$ cat src/rtl/send_scheduler.sv
// Frame send scheduler: runs (segment, copy) launches through the packet builder,
// paced by the builder's busy/done handshake and an inter-packet gap.
//
// state     | meaning
// ----------+-----------------------------------------------------------
// IDLE      | no frame in progress, waiting for start_frame
// WAIT_BUSY | frame active, waiting for the packet builder to go idle
// LAUNCH    | start_sending strobe cycle for the current (segment, copy)
// WAIT_DONE | waiting for the builder's oneframe_done pulse
// GAP       | inter-packet idle time, then index advance
// FINISH    | all pairs sent; frame_done follows, then back to IDLE
module send_scheduler #(
   parameter int SEG_W   = 16,
   parameter int RED_W   = 3,
   parameter int ID_W    = 8,
   parameter int GAP_CYC = 12
) (
   input  logic             clk125MHz,
   input  logic             RST_N,
   input  logic             start_frame,
   input  logic [SEG_W-1:0] seg_count,
   input  logic [RED_W-1:0] redundancy_cfg,
   input  logic             mode,
   input  logic             busy,
   input  logic             oneframe_done,
   input  logic             abort,
   output logic [SEG_W-1:0] segment_num,
   output logic [ID_W-1:0]  txid,
   output logic [RED_W-1:0] aux,
   output logic             start_sending,
   output logic             frame_busy,
   output logic             frame_done
);

   localparam logic [2:0] S_IDLE      = 3'd0;
   localparam logic [2:0] S_WAIT_BUSY = 3'd1;
   localparam logic [2:0] S_LAUNCH    = 3'd2;
   localparam logic [2:0] S_WAIT_DONE = 3'd3;
   localparam logic [2:0] S_GAP       = 3'd4;
   localparam logic [2:0] S_FINISH    = 3'd5;

   localparam int GAP_W = (GAP_CYC < 2) ? 1 : $clog2(GAP_CYC + 1);
   localparam logic [GAP_W-1:0] GAP_LOAD = GAP_W'(GAP_CYC);
   localparam logic [GAP_W-1:0] GAP_ONE  = GAP_W'(1);
   localparam logic [SEG_W-1:0] SEG_ONE  = SEG_W'(1);
   localparam logic [RED_W-1:0] RED_ONE  = RED_W'(1);
   localparam logic [ID_W-1:0]  ID_ONE   = ID_W'(1);

   logic [2:0]       state;
   logic [2:0]       state_nx;
   logic [SEG_W-1:0] seg_cnt_q;
   logic [RED_W-1:0] red_cnt_q;
   logic             mode_q;
   logic [SEG_W-1:0] seg_idx;
   logic [RED_W-1:0] copy_idx;
   logic [ID_W-1:0]  id_cnt;
   logic [GAP_W-1:0] gap_cnt;
   logic             seg_last;
   logic             copy_last;
   logic             gap_tc;
   logic             frame_go;

   // Compare against count-1 so an all-ones seg_count never overflows.
   assign seg_last  = (seg_idx == (seg_cnt_q - SEG_ONE));
   assign copy_last = (copy_idx == (red_cnt_q - RED_ONE));
   assign gap_tc    = (gap_cnt <= GAP_ONE);
   assign frame_go  = (state == S_IDLE) && start_frame && !abort;

   always_comb begin
      state_nx = state;
      case (state)
         S_IDLE: begin
            if (frame_go) begin
               state_nx = (seg_count == '0) ? S_FINISH : S_WAIT_BUSY;
            end
         end
         S_WAIT_BUSY: begin
            if (!busy) begin
               state_nx = S_LAUNCH;
            end
         end
         S_LAUNCH:    state_nx = S_WAIT_DONE;
         S_WAIT_DONE: begin
            if (oneframe_done) begin
               state_nx = S_GAP;
            end
         end
         S_GAP: begin
            if (gap_tc) begin
               state_nx = (seg_last && copy_last) ? S_FINISH : S_WAIT_BUSY;
            end
         end
         S_FINISH:    state_nx = S_IDLE;
         default:     state_nx = S_IDLE;
      endcase
      if (abort && (state != S_IDLE)) begin
         state_nx = S_IDLE;
      end
   end

   always_ff @(posedge clk125MHz or negedge RST_N) begin
      if (!RST_N) begin
         state         <= S_IDLE;
         seg_cnt_q     <= '0;
         red_cnt_q     <= '0;
         mode_q        <= 1'b0;
         seg_idx       <= '0;
         copy_idx      <= '0;
         id_cnt        <= '0;
         gap_cnt       <= '0;
         segment_num   <= '0;
         txid          <= '0;
         aux           <= '0;
         start_sending <= 1'b0;
         frame_busy    <= 1'b0;
         frame_done    <= 1'b0;
      end else begin
         state         <= state_nx;
         start_sending <= (state_nx == S_LAUNCH);
         frame_busy    <= (state_nx != S_IDLE);
         frame_done    <= (state == S_FINISH) && !abort;

         if (frame_go) begin
            seg_cnt_q <= seg_count;
            red_cnt_q <= (redundancy_cfg == '0) ? RED_ONE : redundancy_cfg;
            mode_q    <= mode;
            seg_idx   <= '0;
            copy_idx  <= '0;
         end

         if (state_nx == S_LAUNCH) begin
            segment_num <= seg_idx;
            aux         <= copy_idx;
            txid        <= id_cnt;
         end

         // The ID counter runs ahead of txid so the output holds until the next launch.
         if (state == S_LAUNCH) begin
            id_cnt <= id_cnt + ID_ONE;
         end

         if ((state == S_WAIT_DONE) && oneframe_done && !abort) begin
            gap_cnt <= GAP_LOAD;
         end else if ((state == S_GAP) && !gap_tc && !abort) begin
            gap_cnt <= gap_cnt - GAP_ONE;
         end

         if ((state == S_GAP) && gap_tc && !abort) begin
            if (!mode_q) begin
               if (copy_last) begin
                  copy_idx <= '0;
                  seg_idx  <= seg_idx + SEG_ONE;
               end else begin
                  copy_idx <= copy_idx + RED_ONE;
               end
            end else begin
               if (seg_last) begin
                  seg_idx  <= '0;
                  copy_idx <= copy_idx + RED_ONE;
               end else begin
                  seg_idx  <= seg_idx + SEG_ONE;
               end
            end
         end
      end
   end

endmodule

$ cat config.mk
export PLATFORM = sky130hd
export DESIGN_NAME = send_scheduler
export DESIGN_NICKNAME = d
export VERILOG_FILES = /design/src/rtl/send_scheduler.sv
export SDC_FILE = /design/constraint.sdc
export NUM_CORES = 1
export LEC_CHECK = 0
export CAP_MARGIN = 10
export CORE_MARGIN = 2
export CORE_UTILIZATION = 41
export CTS_CLUSTER_DIAMETER = 200
export CTS_CLUSTER_SIZE = 24
export DETAILED_ROUTE_END_ITERATION = 8
export PLACE_DENSITY = 0.63
export SLEW_MARGIN = 25
export SYNTH_ARGS = -nofsm -noshare
export SYNTH_HDL_FRONTEND = slang
export SYNTH_SLANG_ARGS = --single-unit
$ cat constraint.sdc
create_clock -name clk125MHz -period 3.21 [get_ports clk125MHz]
set_input_delay 0.8025 -clock clk125MHz [delete_from_list [all_inputs] [get_ports clk125MHz]]
set_output_delay 0.8025 -clock clk125MHz [all_outputs]
set_load 0.1 [all_outputs]
Word level (Yosys, flattened, before mapping)
Index checks and enable logic that the tools add are counted.

Flip-flop bits (word level): 84. Bits of input ports: 26. Output and inout port bits: 30. Logic and storage cells: 69.

$add $sub $neg: 6. Order comparisons: 1. Eq/ne operators: 8. Multiplexer cells: 21. Reduce and logical (&&, ||, !) cells: 19.

Operators with widths (number): 16-bit two-way mux (5); 3-bit two-way mux (13); 16-bit by 1-bit adder with 16-bit output (second input constant) (1); 16-bit equality test (1); 16-bit zero test (1); 16-bit by 1-bit subtractor with 16-bit output (second input constant) (1); 3-bit case mux with 5 select lines (1); 1-bit logical AND (11); 3-bit by 2-bit equality test with 1-bit output (second input constant) (3); 8-bit by 1-bit adder with 8-bit output (second input constant) (1); 4-bit two-way mux (2); 3-bit equality test (second input constant) (2); 3-bit zero test (2); 3-bit nonzero test (2); 4-bit by 1-bit <= comparator with 1-bit output (second input constant) (1); 4-bit by 1-bit subtractor with 4-bit output (second input constant) (1); 3-bit by 1-bit adder with 3-bit output (second input constant) (1); 3-bit by 1-bit equality test with 1-bit output (second input constant) (1); 3-bit equality test (1); 3-bit by 1-bit subtractor with 3-bit output (second input constant) (1); 1-bit zero test (2); 2-bit nonzero test (1).

Logic depth before layout (Yosys ltp)
Gate-level depths: netlist of run 1.

Word-level depth: 8. Depth in mapped cells: 10.

Worst setup path before layout of run 1
Ideal clock, no wire load.

Path type: register to register. From: register seg_cnt_q[2]. To: register copy_idx[1]. Data arrival time: 2737 ps. Data required time: 3124 ps. Setup slack: 388 ps. Cell stages (with the launch flop): 8. Path buffers: 0. Period minus slack after synthesis: 2822 ps. Cell sequence: dfrtp_1 > nor4_4 > nand4_4 > or4_1 > o211a_2 > or4_4 > mux2_4 > o221ai_2.

Word-level cells in the longest chain between the ends: 5.

Ends and longest elaborated chain: from (decl) (RTL line 51) `logic [SEG_W-1:0] seg_cnt_q;`; from (signal assigned) (RTL line 124) `seg_cnt_q <= seg_count;`; 16-bit by 1-bit subtractor with 16-bit output (RTL line 64) `assign seg_last = (seg_idx == (seg_cnt_q - SEG_ONE));`; 16-bit equality test (RTL line 64); 3-bit two-way mux (RTL line 157) `if (seg_last) begin`; 3-bit two-way mux (RTL line 149) `if (!mode_q) begin`; 3-bit two-way mux (RTL line 148) `if ((state == S_GAP) && gap_tc && !abort) begin`; to (signal assigned) (RTL line 154) `copy_idx <= copy_idx + RED_ONE;`; to (signal assigned) (RTL line 159) `copy_idx <= copy_idx + RED_ONE;`; to (decl) (RTL line 55) `logic [RED_W-1:0] copy_idx;`.

No other way between the ends. A chain may end at the register's enable or synchronous reset.

Final worst setup path of run 1
From: register seg_cnt_q[0]. To: register copy_idx[1].

The elaborated chain is that of the path after synthesis.

==> impl_results.md, run 1 <==
* CP max stage cell: or4_4
* Post-Syn Area per Cell at 10.5 µm²
* Pre-CTS setup slack at 0.244 ns
* Syn Nets at 467
* Initial DRT Pass Iterations at 5
* Global Route Usage Sum at 18.3%
* Clock Skew at 0.0142 ns
* RD Place Congestion at 0.880
* Netlist cell types at 63
* Placed cell count at 617
* Max_slew headroom at 62.3%
* Crit path launch type: flop
* Longest Clk Path Bufs at 2
* Core area at 10,800 µm²
* Post-synthesis async set-or-reset flop share at 100%
* Via count at 3,495
* RSZ-0062 raised after global routing: false
* Leakage at 2.40 nW
* Area delta synth->final at 18.9%
* Post-DRT Antenna Nets at 0
* Placement Cell Area at 5210 µm²
* CTS resizes at 0
* Status: complete, no violations
* DRC at 0
* Syn Inst Count at 434
* Hold buffers post-CTS at 0
* Tmin final at 2.96 ns
* Post-route cell area at 5420 µm²
* I/O pins at 56
* Clock sink count at 84
* Synthesized area at 4560 µm²
* Main synth FF type: dfrtp_1
* Max Slew Vio Count at 0
* Synth warn at 0
* First-pass GRT wire length at 17,300 µm
* Initial antenna violation count at 0
* Worst slew pin tran at 0.562 ns
* Synth top cells by count: dfrtp_1 (84), mux2_2 (45), nor2_1 (36)
* Via/cell ratio at 5.52
* Post-synth EDFFs at 0
* Hold crit path type: in -> async
* Share of cells above drive strength 1 at 23.9%
* Sequential fraction of the synthesis area at 46.1%
* Num CTS Buffers at 9
* Worst setup path category: reg -> reg
* Grt total ovfl at 0
* # port buffers at 55
* TritonCTS clock tree: built
* Final Hold Viols at 0
* Largest area contributor in the netlist: dfrtp_1
* CTS HTree Levels at 3
* Max Fclk at 0.337 GHz
* Die height at 109 µm
* Vias in the first global route at 3,486
* Total power at 3.87 mW
* Setup bufs post-CTS at 0
* Critical-path cell list: inv_1 -> ha_1 -> nor3b_1 -> xnor2_1 -> a2111oi_0 -> nand4_1 -> or4_4 -> mux2_4 -> o221ai_2
* CTS Root Cell: clkbuf_8
* CP Capture Type: flop
* FP Rows at 38
* CP Max Fanout at 7
* Setup TNS at 0 ns
* Post-route setup slack at 0.246 ns
* Overall routed net length at 10,000 µm
* Required time at the worst-slack endpoint at 3.48 ns
* Post-synthesis register bit count at 84
* Endpoints failing setup at 0
* Max-Cap Viols at 0
* Die X at 109 µm
* Synth top area share at 46.1%
* Fin crit share at 92.3%
* CP arrival at 3.24 ns
* Layout fillers at 1,037
* Routed len/inst at 15.9 µm
* Final #Nets at 521
* CTS clk-pin slew, worst paths at 0.10 ns
* Pin count of the biggest net entering global routing at 85
* Largest cells by area after synthesis: dfrtp_1 (46%), mux2_2 (11%), xnor2_1 (4.2%)
* Critical path's largest stage delay at 0.57 ns
* Initial DRC count at 214
* Hold Slack at 0.417 ns
* DIE AREA at 12,000 µm²
* Initial Utilization at 42.0%
* Placed wire-length estimate at 7110 µm
* Count leader, synth: dfrtp_1
* Final std cells w/o fill at 633
* Max IR drop VDD at 0.604 mV
* Ant diodes at 0
* Util after Layout at 50.0%
* Power per cell area at 714 nW/µm²
* Later-pin clock latency in the skew report at 0.36 ns
## where the power goes
| part | internal (mW) | total [mW] | switching (mW) |
|---|---|---|---|
| sequential | 1.28 | 1.60 | 0.316 |
| combinational | 0.599 | 1.47 | 0.871 |
| clock | 0.373 | 0.797 | 0.423 |
| total | 2.26 | 3.87 | 1.61 |
## cells in the final DEF, fill, tap and decap left out, types with 9 or more instances in the layout
master / Yosys / routed
buf_4: 3 / 40
dfrtp_1: 84 / 84
nand3_1: 16 / 16
inv_1: 15 / 15
o31ai_1: 9 / 9
mux2_2: 45 / 45
nor3_1: 11 / 11
o21ai_0: 18 / 18
nor2_1: 36 / 36
clkdlybuf4s50_1: 0 / 24
nor4_1: 10 / 10
nand2_1: 28 / 28
clkbuf_8: 0 / 9
a21oi_1: 10 / 10
xnor2_1: 22 / 22
## flip-flops by register name, indices dropped and copies added (netlist names)
| name | count |
|---|---|
| id_cnt | 8 |
| txid | 8 |
| frame_done | 1 |
| copy_idx | 3 |
| frame_busy | 1 |
| start_sending | 1 |
| state | 3 |
| gap_cnt | 4 |
| segment_num | 16 |
| mode_q | 1 |
| seg_idx | 16 |
| red_cnt_q | 3 |
| aux | 3 |
| seg_cnt_q | 16 |
## worst paths after layout
path / startpoint / end / slack (ns) / cells past startpoint
min in group clk125MHz: id_cnt[7] / id_cnt[7] / 0.49 / 1
hold / removal: RST_N / segment_num[1] / 0.42 / 2
max in group asynchronous: RST_N / seg_idx[13] / 2.38 / 2
setup reg to reg: seg_cnt_q[0] / copy_idx[1] / 0.25 / 9
setup / recovery: seg_cnt_q[0] / copy_idx[1] / 0.25 / 9
hold reg to reg: id_cnt[7] / id_cnt[7] / 0.49 / 1
## layout make-up
type                    count  area, µm²  area share [%]
multi-input cells         312       2300            42.4
flip-flops and latches     84       2100            38.8
clock inverters             7       82.6            1.52
clock buffers               9        124            2.29
well taps                 140        175            3.23
inverters                  15       56.3            1.04
repair buffers             66        581            10.7
## cells by family (layout without fill, tap and decap cells)
kind of cell	Yosys count	count (layout)	share of synthesized area [%]
XOR/XNOR	29	29	5.90
adder cells (fa/ha/maj)	8	8	2.14
AO/OA/AOI/OAI	73	73	11.0
multiplexers	49	49	12.1
flip-flops	84	84	46.1
buffers and inverters	38	97	3.49
AND/OR/NAND/NOR	153	153	19.2
## metal layers
layer	GRT usage (%)	part of all wire, %	vias to the layer above
li1	-	-	1685
met1	26.5	49	1708
met2	28.0	45	98
met3	3.79	5.7	4
met4	5.06	0.50	0
met5	0	0	-
## critical path, delay by kind of cell, from the launching register on
kind | cells | cell delay [ns]
fa+ha+maj | 1 | 0.29
buf+inv | 1 | 0.08
flops | 1 | 0.45
xor+xnor | 1 | 0.08
simple gates | 3 | 1.11
compound gates | 2 | 0.53
mux | 1 | 0.32
Note: power is estimated with default switching activity, not from simulation.
==> run 2: changes to the inputs <==
- ABC_AREA: default -> 1
==> impl_results.md, run 2 <==
* Fin crit share at 73.1% (was 92.3%)
* Max Fclk at 0.426 GHz (was 0.337 GHz)
* Overall routed net length at 10,900 µm (was 10,000 µm)
* Tmin final at 2.35 ns (was 2.96 ns)
* I/O pins at 56 (unchanged)
* CTS HTree Levels at 3 (unchanged)
* Max IR drop VDD at 0.584 mV (was 0.604 mV)
* Initial Utilization at 41.5% (was 42.0%)
* Sw Share at 43.3% (was 41.7%)
* CP arrival at 2.56 ns (was 3.24 ns)
* Hold buffers post-CTS at 0 (unchanged)
* Worst slew pin tran at 0.757 ns (was 0.562 ns)
* Final #Nets at 695 (was 521)
* Status: complete, no violations (unchanged)
* RSZ-0062 raised after global routing: false (unchanged)
* DRC at 0 (unchanged)
* Syn Nets at 638 (was 467)
* Setup TNS at 0 ns (unchanged)
* Syn Inst Count at 605 (was 434)
* Hold Crit Depth at 2
* Via count at 3,968 (was 3,495)
* Clock Power Share at 25.9% (was 20.6%)
* Metal2 WL at 5220 µm (was 4540 µm)
* Switch Pwr at 2.07 mW (was 1.61 mW)
* Via/cell ratio at 4.90 (was 5.52)
* Hold worst-path end: segment_num[11]
* CP Capture Type: flop (unchanged)
* Required time at the worst-slack endpoint at 3.42 ns (was 3.48 ns)
* Synth top cells by count: nand2_1 (178), dfrtp_1 (84), inv_1 (72) (was dfrtp_1 (84), mux2_2 (45), nor2_1 (36))
* Power per cell area at 841 nW/µm² (was 714 nW/µm²)
* Leakage at 2.77 nW (was 2.40 nW)
* Combinational Power Share at 41.1% (was 38.0%)
* DR WL met3 at 404 µm (was 573 µm)
* Routed len/inst at 13.5 µm (was 15.9 µm)
* Pin count of the biggest net entering global routing at 85 (unchanged)
* Post-synthesis async set-or-reset flop share at 100% (unchanged)
* CP max stage cell: clkdlybuf4s50_1 (was or4_4)
* Reg-to-reg critical path endpoint: seg_idx[3] (was copy_idx[1])
* FF-to-FF Start: gap_cnt[0] (was seg_cnt_q[0])
* R2R setup slack at 0.92 ns (was 0.25 ns)
* TritonCTS clock tree: built (unchanged)
* First-pass GRT wire length at 18,600 µm (was 17,300 µm)
* Worst setup path category: in -> reg (was reg -> reg)
* Ant diodes at 0 (unchanged)
* Grt total ovfl at 0 (unchanged)
* Post-synth EDFFs at 0 (unchanged)
* Later-pin clock latency in the skew report at 0.34 ns (was 0.36 ns)
* Layout fillers at 1,114 (was 1,037)
* Vias in the first global route at 3,821 (was 3,486)
* Max Slew Vio Count at 0 (unchanged)
* Synth top area share at 44.7% (was 46.1%)
* Placed wire-length estimate at 8240 µm (was 7110 µm)
* FP Rows at 39 (was 38)
* Internal power at 2.71 mW (was 2.26 mW)
* CTS clk-pin slew, worst paths at 0.06 ns (was 0.10 ns)
* Pre-CTS setup slack at 0.544 ns (was 0.244 ns)
* DIE AREA at 12,300 µm² (was 12,000 µm²)
* Critical path's largest stage delay at 0.58 ns (was 0.57 ns)
* Share of cells above drive strength 1 at 11.8% (was 23.9%)
* Longest Clk Path Bufs at 2 (unchanged)
* Regs by FF count: seg_cnt_q x16, seg_idx x16, segment_num x16 (unchanged)
* Clock sink count at 84 (unchanged)
* Sequential cell fraction of total power at 33.0% (was 41.3%)
* Cell count of the worst reg-to-reg path at 11 (was 9)
* Initial DRT Pass Iterations at 5 (unchanged)
* Largest cells by area after synthesis: dfrtp_1 (45%), nand2_1 (14%), inv_1 (5.8%) (was dfrtp_1 (46%), mux2_2 (11%), xnor2_1 (4.2%))
* Synth warn at 0 (unchanged)
* Critical-path cell list: clkdlybuf4s50_1 -> inv_1 -> nand3_1 -> o211ai_1 -> nor2_1 -> nand2_1 -> buf_12 -> nand2_1 -> o21ai_0 (was inv_1 -> ha_1 -> nor3b_1 -> xnor2_1 -> a2111oi_0 -> nand4_1 -> or4_4 -> mux2_4 -> o221ai_2)
* Largest area contributor in the netlist: dfrtp_1 (unchanged)
* # port buffers at 55 (unchanged)
* Initial DRC count at 169 (was 214)
* Die height at 111 µm (was 109 µm)
* Die X at 111 µm (was 109 µm)
* Area delta synth->final at 21.1% (was 18.9%)
* CTS resizes at 0 (unchanged)
* Sequential fraction of the synthesis area at 44.7% (was 46.1%)
* Netlist cell types at 42 (was 63)
* Hold crit path type: reg -> reg (was in -> async)
* Post-route setup slack at 0.865 ns (was 0.246 ns)
* Max-Cap Viols at 0 (unchanged)
* Setup bufs post-CTS at 0 (unchanged)
* Synthesized area at 4700 µm² (was 4560 µm²)
* Num CTS Buffers at 9 (unchanged)
* Post-synthesis register bit count at 84 (unchanged)
* Max_slew headroom at 49.5% (was 62.3%)
* Global Route Usage Sum at 18.7% (was 18.3%)
* Highest routed layer: met4 (unchanged)
* Crit path launch type: input pin (was flop)
* Leading cell type in the layout, fill and taps excluded: nand2_1 (was dfrtp_1)
* Util after Layout at 50.3% (was 50.0%)
* Final Hold Viols at 0 (unchanged)
* CTS Root Cell: clkbuf_16 (was clkbuf_8)
* CP Max Fanout at 41 (was 7)
* RD Place Congestion at 0.948 (was 0.880)
* Most common cell on crit path: nand2_1
* Core area at 11,300 µm² (was 10,800 µm²)
* Met1 Wirelength at 5160 µm (was 4880 µm)
* Initial antenna violation count at 0 (unchanged)
* Hold Path Origin: segment_num[11]
* Clock Skew at 0.00602 ns (was 0.0142 ns)
* Main synth FF type: dfrtp_1 (unchanged)
* Endpoints failing setup at 0 (unchanged)
* Post-DRT Antenna Nets at 0 (unchanged)
* Total power at 4.78 mW (was 3.87 mW)
* Post-Syn Area per Cell at 7.77 µm² (was 10.5 µm²)
* Count leader, synth: nand2_1 (was dfrtp_1)
* Most frequent cells in the layout: nand2_1 (178), dfrtp_1 (84), inv_1 (72) (was dfrtp_1 (84), mux2_2 (45), buf_4 (40))
run 2: logic make-up (layout without fill, tap and decap cells):
kind of cell,Yosys count,in the layout,synth area share (%)
DFF,84,84,44.7
buffers and inverters,88,150,7.30
xor gates and xnor gates,37,37,6.90
AOI/OAI and AO/OA,74,74,8.74
and+or+nand+nor,315,315,30.5
adders and majority gates,7,7,1.86
run 2: area by class of cell:
cell class                      instances  area [µm²]  share of cell area (%)
Clock buffer                           10         239                    4.20
Clock inverter                          6         119                    2.09
Inverter                               76         285                    5.01
Multi-Input combinational cell        433        2250                    39.6
Sequential cell                        84        2100                    36.9
Tap cell                              143         179                    3.14
Timing Repair Buffer                   58         512                    8.99
run 2: stage by stage:
step / hold slack, ns / cells / area, µm²
2_1_floorplan: 0.455 / 605 / 4700
3_3_place_gp: 0.471 / 794 / 5330
3_5_place_dp: 0.469 / 794 / 5330
4_1_cts: 0.494 / 810 / 5690
5_1_grt: 0.501 / 810 / 5690
6_report: 0.489 / 810 / 5690
run 2: how the worst max path moves through the flow:
stage	from	endpoint	depth (start not counted)
floorplan	seg_cnt_q[0]	copy_idx[1]	12
global placement	abort	frame_busy	9
detailed placement	abort	segment_num[15]	8
CTS	seg_cnt_q[0]	seg_idx[0]	13
global route	seg_cnt_q[0]	seg_idx[0]	13
finish	abort	segment_num[3]	9
run 2: metal layers:
layer / vias up / GRT usage [%]
li1: 2045 / -
met5: - / 0
met1: 1851 / 25.5
met2: 63 / 29.7
met4: 0 / 5.27
met3: 9 / 4.76
run 2: power groups by stage:
stage	sequential (mW)	clock (mW)	combinational, mW
global route	1.62	1.32	2.22
detailed placement	1.60	0	1.97
global placement	1.60	0	1.92
floorplan	1.89	0	1.22
finish	1.58	1.24	1.97
CTS	1.58	1.27	1.98
run 2: worst max-delay path, delay by kind of cell:
kind	cells	cell delay [ns]
buf+inv	3	0.93
simple gates	4	0.62
compound gates	2	0.19
==> run 3: changes to the inputs <==
- clock period: 3.21 -> 2.4 ns (I/O delays scaled with it)
==> impl_results.md, run 3 (synthesized netlist as in run 2, its figures left out) <==
* CP Max Fanout at 6 (was 41)
* Tmin final at 2.17 ns
* Leading cell type in the layout, fill and taps excluded: nand2_1 (unchanged)
* Most frequent cells in the layout: nand2_1 (178), dfrtp_1 (84), inv_1 (71) (was nand2_1 (178), dfrtp_1 (84), inv_1 (72))
* First-pass GRT wire length at 18,500 µm (was 18,600 µm)
* FP Rows at 39 (unchanged)
* Post-route setup slack at 0.225 ns (was 0.865 ns)
* Hold Slack at 0.158 ns (was 0.489 ns)
* Regs by FF count: seg_cnt_q x16, seg_idx x16, segment_num x16 (unchanged)
* CP Capture Type: flop (unchanged)
* Initial antenna violation count at 0 (unchanged)
* Switch Pwr at 2.80 mW (was 2.07 mW)
* Required time at the worst-slack endpoint at 2.62 ns (was 3.42 ns)
* Placed wire-length estimate at 8300 µm (was 8240 µm)
* DRC at 0 (unchanged)
* Leakage at 2.81 nW (was 2.77 nW)
* Later-pin clock latency in the skew report at 0.35 ns (was 0.34 ns)
* Vias in the first global route at 3,827 (was 3,821)
* Critical path's largest stage delay at 0.38 ns (was 0.58 ns)
* Setup TNS at 0 ns (unchanged)
* Longest Clk Path Bufs at 2 (unchanged)
* Die X at 111 µm (unchanged)
* # port buffers at 55 (unchanged)
* Final std cells w/o fill at 821 (was 810)
* Power per cell area at 1080 nW/µm² (was 841 nW/µm²)
* Sw Share at 45.0% (was 43.3%)
* Layout fillers at 1,110 (was 1,114)
* Internal power at 3.42 mW (was 2.71 mW)
* Placed cell count at 803 (was 794)
* Via count at 4,052 (was 3,968)
* RSZ-0062 raised after global routing: false (unchanged)
* Status: complete, no violations (unchanged)
* Grt total ovfl at 0 (unchanged)
* Util after Layout at 50.9% (was 50.3%)
* Post-DRT Antenna Nets at 0 (unchanged)
* Clock Power Share at 23.2% (was 25.9%)
* Final Hold Viols at 0 (unchanged)
* DIE AREA at 12,300 µm² (unchanged)
* Sequential cell fraction of total power at 34.0% (was 33.0%)
* Max Fclk at 0.460 GHz
* CTS Root Cell: clkbuf_16 (unchanged)
* TritonCTS clock tree: built (unchanged)
* Area delta synth->final at 22.6% (was 21.1%)
* I/O pins at 56 (unchanged)
* Worst setup path category: reg -> reg (was in -> reg)
* CP max stage cell: dfrtp_1 (was clkdlybuf4s50_1)
* Pre-CTS setup slack at 0.113 ns (was 0.544 ns)
* Worst slew pin tran at 0.540 ns (was 0.757 ns)
* Core area at 11,300 µm² (unchanged)
* Max_slew headroom at 63.7% (was 49.5%)
* Endpoints failing setup at 0 (unchanged)
* Clock sink count at 84 (unchanged)
* Num CTS Buffers at 9 (unchanged)
* Pin count of the biggest net entering global routing at 62 (was 85)
* Max-Cap Viols at 0 (unchanged)
* Multi-input logic area at 2270 µm² (was 2250 µm²)
* Register Area at 2100 µm² (unchanged)
* Hold buffers post-CTS at 0 (unchanged)
* Ant diodes at 0 (unchanged)
* Crit path launch type: flop (was input pin)
* Initial DRC count at 214 (was 169)
* CTS clk-pin slew, worst paths at 0.07 ns (was 0.06 ns)
* Combinational Power Share at 42.8% (was 41.1%)
* Max IR drop VDD at 1.01 mV (was 0.584 mV)
* Global Route Usage Sum at 18.4% (was 18.7%)
* CP arrival at 2.40 ns (was 2.56 ns)
* Hold crit path type: in -> async (was reg -> reg)
* Die height at 111 µm (unchanged)
* Overall routed net length at 11,000 µm (was 10,900 µm)
* CTS HTree Levels at 3 (unchanged)
* Via/cell ratio at 4.94 (was 4.90)
* Share of cells above drive strength 1 at 13.7% (was 11.8%)
* Max Slew Vio Count at 0 (unchanged)
* Critical-path cell list: inv_1 -> ha_1 -> xnor2_1 -> a21o_1 -> nor2_1 -> nor2_1 -> nor2_4 -> inv_1 -> nand2_1 -> o22ai_1 (was clkdlybuf4s50_1 -> inv_1 -> nand3_1 -> o211ai_1 -> nor2_1 -> nand2_1 -> buf_12 -> nand2_1 -> o21ai_0)
* Fin crit share at 90.6%
* CP delay by family, top: simple AND/OR/NAND/NOR gates (was buffers and inverters)
* Final #Nets at 706 (was 695)
* Routed len/inst at 13.4 µm (was 13.5 µm)
* Initial Utilization at 41.5% (unchanged)
* CP bufs+invs at 2 (was 3)
* RD Place Congestion at 0.880 (was 0.948)
* Initial DRT Pass Iterations at 4 (was 5)
* Clock Skew at 0.00935 ns (was 0.00602 ns)
[run 3: cell count changes in the layout (fill, tap and decap cells not counted), sizes merged]
cell / previous run / this run
buf: 34 / 45
bufinv: 3 / 1
clkbuf: 10 / 9
clkinv: 2 / 3
inv: 77 / 79
[run 3: cell type report]
cell class | instances | share of cell area [%]
inverter | 76 | 4.95
multi-input combinational | 433 | 39.5
clock inverter | 7 | 1.39
tap | 143 | 3.11
timing repair buffer | 69 | 10.7
sequential | 84 | 36.5
clock buffer | 9 | 3.91
[run 3: metrics by stage]
stage          total power [mW]  cell area, µm²
3_3_place_gp               4.74            5410
6_report                   6.22            5760
3_5_place_dp               4.78            5410
2_1_floorplan              4.16            4700
4_1_cts                    6.26            5710
5_1_grt                    6.70            5760
[run 3: path summary, 6_finish.rpt]
check                        startpoint              to  slack [ns]  cells past startpoint
setup / recovery           red_cnt_q[0]      seg_idx[3]        0.23                     10
hold / removal                    RST_N  segment_num[4]        0.16                      1
setup reg to reg           red_cnt_q[0]      seg_idx[3]        0.23                     10
hold reg to reg                 txid[5]         txid[5]        0.48                      2
max in group asynchronous         RST_N      gap_cnt[2]        1.61                      2
min in group clk125MHz          txid[5]         txid[5]        0.48                      2
[run 3: timing repair]
action | CTS | global route
endpoints found under the setup margin | 0 | 16
buffers inserted | 0 | 2
hold endpoints to repair | 0 | 0
gates resized for setup | 0 | 5
[run 3: layer usage]
layer	wire, µm	part of all wire (%)	track usage (%)	vias up
met5	0	0	0	-
met2	5230	47	29.1	64
met4	286	2.6	6.58	0
met1	5070	46	24.2	1903
met3	433	3.9	5.30	22
li1	-	-	-	2063
[run 3: power by group through the flow]
stage	logic, mW	registers, mW	clock network (mW)
floorplan	1.63	2.53	0
global placement	2.62	2.12	0
detailed placement	2.65	2.13	0
CTS	2.66	2.11	1.48
global route	3.00	2.17	1.54
finish	2.66	2.11	1.44
